<file path="config.mk">
export PLATFORM = sky130hd
export DESIGN_NAME = alu_writeback_seq
export DESIGN_NICKNAME = d
export VERILOG_FILES = /design/src/rtl/alu_writeback_seq.sv
export SDC_FILE = /design/constraint.sdc
export NUM_CORES = 1
export LEC_CHECK = 0
export ABC_AREA = 0
export BUFFER_PORTS_ARGS = -buffer_cell sky130_fd_sc_hd__buf_2
export CAP_MARGIN = 20
export CORE_MARGIN = 2
export CORE_UTILIZATION = 50
export DETAILED_ROUTE_END_ITERATION = 7
export GPL_TIMING_DRIVEN = 1
export HOLD_SLACK_MARGIN = 0.08
export PLACE_DENSITY = 0.8
export RECOVER_POWER = 25
export SLEW_MARGIN = 0
export SYNTH_ARGS = -nofsm -noshare
export SYNTH_HDL_FRONTEND = slang
export SYNTH_SLANG_ARGS = --single-unit
</file>
<file path="constraint.sdc">
create_clock -name clk -period 3.6 [get_ports clk]
set_clock_uncertainty 0.2 [all_clocks]
set_input_delay 0.54 -clock clk [delete_from_list [all_inputs] [get_ports clk]]
set_output_delay 0.54 -clock clk [all_outputs]
set_load 0.02 [all_outputs]
</file>
<file path="src/rtl/alu_writeback_seq.sv">
// Tags ALU issues through two stages and writes results back (GP, or LO then HI).
// Optional ALU_WB_FLAGS_EN adds zero/negative flags updated on every write.
module alu_writeback_seq (
    input  logic        clk,
    input  logic        clear,
    input  logic        issue_valid,
    input  logic [4:0]  issue_opcode,
    input  logic [3:0]  issue_rd,
    output logic        issue_ready,
    input  logic [63:0] C_reg,
    output logic        wb_we,
    output logic [1:0]  wb_sel,
    output logic [3:0]  wb_addr,
    output logic [31:0] wb_data
`ifdef ALU_WB_FLAGS_EN
    ,
    output logic        flag_z,
    output logic        flag_n
`endif
);

    typedef enum logic {IDLE, WR_HI} state_t;

    localparam logic [1:0] SEL_GP = 2'b00;
    localparam logic [1:0] SEL_LO = 2'b01;
    localparam logic [1:0] SEL_HI = 2'b10;

    state_t      state_q, state_d;
    logic        t1_vld_q, t1_vld_d;
    logic        t1_md_q, t1_md_d;
    logic [3:0]  t1_rd_q, t1_rd_d;
    logic        t2_vld_q;
    logic        t2_md_q;
    logic [3:0]  t2_rd_q;
    logic [31:0] hold_q, hold_d;
    logic        issue_ready_q, issue_ready_d;
    logic        wb_we_q, wb_we_d;
    logic [1:0]  wb_sel_q, wb_sel_d;
    logic [3:0]  wb_addr_q, wb_addr_d;
    logic [31:0] wb_data_q, wb_data_d;

    logic accept;
    logic op_ok;
    logic op_md;

    assign accept = issue_valid && issue_ready_q;

    always_comb begin
        op_ok = 1'b0;
        case (issue_opcode)
            5'b00011, 5'b00100, 5'b00101, 5'b00110,
            5'b00111, 5'b01000, 5'b01001, 5'b01010,
            5'b01011, 5'b01111, 5'b10000, 5'b10001,
            5'b10010: op_ok = 1'b1;
            default:  op_ok = 1'b0;
        endcase
        op_md = (issue_opcode == 5'b10000) || (issue_opcode == 5'b01111);
    end

    always_comb begin
        t1_vld_d = accept && op_ok;
        t1_md_d  = op_md;
        t1_rd_d  = issue_rd;
        // Stall one cycle after MUL/DIV so the next result lands after the HI beat
        issue_ready_d = !(accept && op_md);
    end

    always_comb begin
        state_d   = IDLE;
        hold_d    = hold_q;
        wb_we_d   = 1'b0;
        wb_sel_d  = wb_sel_q;
        wb_addr_d = wb_addr_q;
        wb_data_d = wb_data_q;
        if (state_q == WR_HI) begin
            wb_we_d   = 1'b1;
            wb_sel_d  = SEL_HI;
            wb_data_d = hold_q;
        end else if (t2_vld_q) begin
            wb_we_d   = 1'b1;
            wb_data_d = C_reg[31:0];
            if (t2_md_q) begin
                wb_sel_d = SEL_LO;
                hold_d   = C_reg[63:32];
                state_d  = WR_HI;
            end else begin
                wb_sel_d  = SEL_GP;
                wb_addr_d = t2_rd_q;
            end
        end
    end

    always_ff @(posedge clk or posedge clear) begin
        if (clear) begin
            state_q       <= IDLE;
            t1_vld_q      <= 1'b0;
            t1_md_q       <= 1'b0;
            t1_rd_q       <= 4'd0;
            t2_vld_q      <= 1'b0;
            t2_md_q       <= 1'b0;
            t2_rd_q       <= 4'd0;
            hold_q        <= 32'd0;
            issue_ready_q <= 1'b1;
            wb_we_q       <= 1'b0;
            wb_sel_q      <= SEL_GP;
            wb_addr_q     <= 4'd0;
            wb_data_q     <= 32'd0;
        end else begin
            state_q       <= state_d;
            t1_vld_q      <= t1_vld_d;
            t1_md_q       <= t1_md_d;
            t1_rd_q       <= t1_rd_d;
            t2_vld_q      <= t1_vld_q;
            t2_md_q       <= t1_md_q;
            t2_rd_q       <= t1_rd_q;
            hold_q        <= hold_d;
            issue_ready_q <= issue_ready_d;
            wb_we_q       <= wb_we_d;
            wb_sel_q      <= wb_sel_d;
            wb_addr_q     <= wb_addr_d;
            wb_data_q     <= wb_data_d;
        end
    end

    assign issue_ready = issue_ready_q;
    assign wb_we       = wb_we_q;
    assign wb_sel      = wb_sel_q;
    assign wb_addr     = wb_addr_q;
    assign wb_data     = wb_data_q;

`ifdef ALU_WB_FLAGS_EN
    logic flag_z_q, flag_z_d;
    logic flag_n_q, flag_n_d;
    logic lo_zero_q, lo_zero_d;

    // HI-beat zero flag covers the whole 64-bit product/quotient
    always_comb begin
        flag_z_d  = flag_z_q;
        flag_n_d  = flag_n_q;
        lo_zero_d = lo_zero_q;
        if (state_q == WR_HI) begin
            flag_n_d = hold_q[31];
            flag_z_d = (hold_q == 32'd0) && lo_zero_q;
        end else if (t2_vld_q) begin
            flag_z_d  = (C_reg[31:0] == 32'd0);
            flag_n_d  = C_reg[31];
            lo_zero_d = (C_reg[31:0] == 32'd0);
        end
    end

    always_ff @(posedge clk or posedge clear) begin
        if (clear) begin
            flag_z_q  <= 1'b0;
            flag_n_q  <= 1'b0;
            lo_zero_q <= 1'b0;
        end else begin
            flag_z_q  <= flag_z_d;
            flag_n_q  <= flag_n_d;
            lo_zero_q <= lo_zero_d;
        end
    end

    assign flag_z = flag_z_q;
    assign flag_n = flag_n_q;
`endif

endmodule

</file>
Word-level counts from Yosys, hierarchy flattened:

Memories as Yosys holds them, arrays and structs flattened.
Index checks and enable logic that the tools add are counted.

* equal/unequal tests: 2
* mux-type cells: 10
* bitwise gates (word level): 2
* reduce and logical (&&, ||, !) cells: 8

Operators by type and width (count)
* 32-bit 2-to-1 mux: 2
* 1-bit 2-to-1 mux: 6
* 3-bit AND reduction: 2
* 5-bit by 4-bit equality test with 1-bit output, second input constant: 1
* 5-bit equality test, second input constant: 1
* 2-bit 2-to-1 mux: 2
* 1-bit logical AND: 3
* 1-bit inverter: 2
* 2-bit nonzero test: 1
* 1-bit logical NOT: 1
* 1-bit logical OR: 1

* logic and storage cells: 36
* bits in read-only memories: 32
* memories kept: 1
* bits of input ports: 76
* register bits after elaboration: 85
* output and inout port bits: 40

Memory list
* (no name shown): words 32, width 1, rd ports 1, clocked after Yosys merged registers in 0, write ports 0, line 50 `case (issue_opcode)`

Longest topological paths before layout:

* depth in word-level cells: 4
* mapped depth: 4
* mapped depth without buffers: 3

Worst setup path after synthesis:

No wires, ideal clock.

* path kind: flip-flop to flip-flop
* start point: reg t2_vld_q
* end point: reg wb_addr_q[0] (netlist: wb_addr[0])
* stages on the path, launching flop included: 5
* path buffers: 1
* data arrival time: 1.093 ns
* setup time: 0.125 ns
* required time: 3.275 ns
* period minus slack after synthesis: 1.418 ns
* setup slack: 2.182 ns
* path through: dfrtp_1 -> buf_4 -> inv_1 -> nor3_4 -> mux2_2

* word-level cells in the longest chain between the ends: 1

Ends and longest elaborated chain
* start: declaration: line 32 `logic t2_vld_q;`
* start signal: assignment: line 113 `t2_vld_q <= t1_vld_q;`
* 3-bit AND reduction (no line)
* end signal: assignment: line 120 `wb_addr_q <= wb_addr_d;`
* end: declaration: line 39 `logic [3:0] wb_addr_q, wb_addr_d;`

Every way passes these cells.
A chain may end at the register's enable or synchronous reset.

Final worst setup path:

* start point: reg t2_vld_q
* end point: reg hold_q[23]

* word-level cells in the longest chain between the ends: 1

Ends and longest elaborated chain
* 3-bit AND reduction (no line)
* end signal: assignment: line 116 `hold_q <= hold_d;`
* end: declaration: line 35 `logic [31:0] hold_q, hold_d;`

Every way passes these cells.

==> out/qor.txt <==
Arrival time of the worst setup path: 2.17 ns
Overflow after GRT: 0
First-pass GRT wire length: 10.7 mm
Startpoint Class: register
Nets: 448
Pwr Total: 2.67 mW
Crit path max-delay family: flip-flops
DPL Wire Length: 4.62 mm
Worst-path cell chain: nand3b_4 > mux2_4
Synth top area share: 60.3%
Min-Delay Startpoint: issue_rd[3]
ANT nets after route: 0
FF+latch area: 0.00213 mm2
Initial core utilization: 51.6%
Number of detailed-route iterations in the first pass: 4
GPL Wtd Cong: 0.695
Cell count after synthesis: 253
Status: complete, but fails checks
Avg Inst Size Synth: 13.8 um2
Power density over cell area: 609 mW/mm2
Fmax: 467 MHz
Clock Tree Root: clkbuf_8
Core area: 0.00676 mm2
Largest net degree at the start of global routing: 68
Slowest stage delay, CP: 0.69 ns
Die width: 87.5 um
DR WL/cell: 14.5 um
R2r startpoint: t2_vld_q
Antenna Cells: 0
MaxCap Viol Count: 1
Syn nets: 329
Final wirelength: 6.62 mm
Setup TNS: 0 ns
Met3 routed WL: 368 um
Metal2 WL: 3.24 mm
Failing checks: max-capacitance violations, max-slew violations
Worst slew margin: -37.9%
CP startpoint: t2_vld_q
Post-CTS sizing: 0
Iter 0 DRT Violations: 78
Pins Over Slew Limit: 49
Filler Cell Count: 529
Vias in the first global route: 2275
FP Rows: 30
Least-Margin Pin Slew: 2.06 ns
Hold Path Class: input port to register
Max Buffers Root-to-Sink: 2
IO Port Bufs: 115
Max Used Layer: met4
WS Path Type: register to register
Distinct cells, synth: 24
Cell taking the most area after synthesis: dfrtp_1
R2r setup slk: 1.46 ns
Leak: 2.17 nW
CTS H-tree lvls: 3
Final hold slack: 0.104 ns
Via density: 5.09
Initial antenna violation count: 0
Die Span Y: 87.5 um
End of the critical path: hold_q[23]
Clock sinks: 85
Peak supply drop: 0.000315 V
Multi-input gate area: 0.00124 mm2
Buf+Inv Stages, Crit Path: 0
Metal-1 WL: 2.91 mm
Flop and latch count out of synthesis: 85
Vias: 2325
Largest cells by area after synthesis: dfrtp_1 (60%), mux2_4 (12%), mux2i_1 (9.2%)
Cell type of the slowest stage on the worst timing path: dfrtp_2
I/O pins: 116
Num CTS Buffers: 9
Die area: 0.00766 mm2
# DRC: 0
Post-synthesis sequential area ratio: 61.1%
Final hold vios: 0
Crit Path Max Fanout: 34
CTS tree: done
Tot GR Track Use: 18.4%
Clock latency on the worst-skew pair: 0.34 ns
Worst setup EP type: register
Worst path depth: 2
Number of setup buffers added after CTS: 0
Post-route clock period utilization: 59.4%
Worst flop-to-flop path endpoint: hold_q[23]
R2R depth: 2
Syn Std Cell Area: 0.00349 mm2
Clock-pin slew on the worst setup and hold paths: 0.09 ns
Share of cells above drive strength 1: 46.9%
Post-layout min period: 2.14 ns
WP data required: 3.63 ns
Yosys warns: 0
Final setup viols: 0
RSZ-0062 raised after global routing: no
P&R area growth vs syn: 25.8%
==> sequential cells by signal (all words and copies together), names as in the netlist <==
name,cells
hold_q,32
wb_data,32
t1_rd_q,4
t2_rd_q,4
wb_addr,4
wb_sel,2
issue_ready,1
state_q,1
t1_md_q,1
t1_vld_q,1
t2_md_q,1
t2_vld_q,1
wb_we,1
==> layer usage <==
metal	track usage [%]	up-vias
li1	-	1110
met1	24.2	1128
met2	30.0	76
met3	3.79	11
met4	7.13	0
met5	0	-
==> cells in the final DEF, fill, tap and decap left out, types with 2 or more instances in the layout <==
| cell | netlist | final |
|---|---|---|
| buf_2 | 5 | 113 |
| buf_4 | 4 | 4 |
| bufinv_16 | 0 | 3 |
| clkbuf_1 | 2 | 2 |
| clkbuf_8 | 0 | 11 |
| dfrtp_1 | 84 | 82 |
| dfrtp_2 | 0 | 2 |
| dlygate4sd3_1 | 0 | 3 |
| inv_1 | 5 | 4 |
| mux2_2 | 8 | 8 |
| mux2_4 | 28 | 28 |
| mux2i_1 | 32 | 32 |
| nand2_1 | 34 | 34 |
| nor2b_1 | 2 | 2 |
| o21ai_0 | 33 | 33 |
| or2_2 | 2 | 2 |
==> final cells by class <==
class                           instances  area share, %
Sequential cell                        85           48.6
Multi-Input combinational cell        149           28.3
Timing Repair Buffer                  122           14.4
Clock buffer                           11           3.45
Clock inverter                          5           2.43
Tap cell                               80           2.28
Inverter                                5          0.457
==> through the flow <==
| stage | setup WS [ns] | util (%) | std cells | instance area, um2 |
|---|---|---|---|---|
| global placement | 1.46 | 60.7 | 438 | 4100 |
| CTS | 1.44 | 64.5 | 454 | 4360 |
| detailed placement | 1.44 | 60.7 | 438 | 4100 |
| floorplan | 0.668 | - | 253 | 3490 |
| finish | 1.46 | 64.9 | 457 | 4380 |
| global route | 1.23 | 64.9 | 457 | 4380 |
==> cells by family (layout without fill, tap and decap cells) <==
family,after synthesis,after routing,share of synthesized area (%)
flops,85,85,61.1
mux,68,68,23.8
simple gates,43,43,5.99
compound gates,38,38,5.81
buf+inv,19,143,3.30
==> worst reg2reg max path, delay by kind of cell (launching register included) <==
family	cells	cell delay (ns)
muxes	1	0.55
and+or+nand+nor	1	0.60
DFF	1	0.69
==> timing repair <==
action                                  CTS  global route
endpoints found under the hold margin     0             3
hold buffers                              0             3
endpoints found under the setup margin    0             0
==> cell usage after synthesis <==
library cell / instances
a21o_1: 1
clkbuf_1: 2
o32ai_1: 1
nor2b_1: 2
mux2_2: 8
o21ai_0: 33
buf_4: 4
nor3_1: 1
dfstp_2: 1
a21oi_1: 1
nand2_1: 34
nand3_1: 1
or2_2: 2
dfrtp_1: 84
a21boi_0: 1
inv_1: 5
buf_2: 5
nand3b_4: 1
buf_6: 3
mux2_4: 28
and4b_1: 1
a22o_1: 1
mux2i_1: 32
nor3_4: 1
==> how the worst min path moves through the flow <==
stage                       endpoint  slack (ns)  cells past startpoint
after detailed placement  t2_rd_q[0]        0.14                      0
after floorplan              t2_md_q        0.13                      0
after global routing      t1_rd_q[3]        0.09                      1
after global placement    t2_rd_q[2]        0.13                      0
final                     t1_rd_q[3]        0.10                      1
after CTS                 t1_rd_q[2]        0.08                      1
==> power by group <==
group / internal (mW) / switching (mW) / leakage [nW]
Combinational: 0.282 / 0.292 / 1.04
Clock: 0.500 / 0.328 / 0.126
Sequential: 1.15 / 0.113 / 1.00
Total: 1.94 / 0.733 / 2.17
No activity file was read; power rests on OpenSTA's default activity.
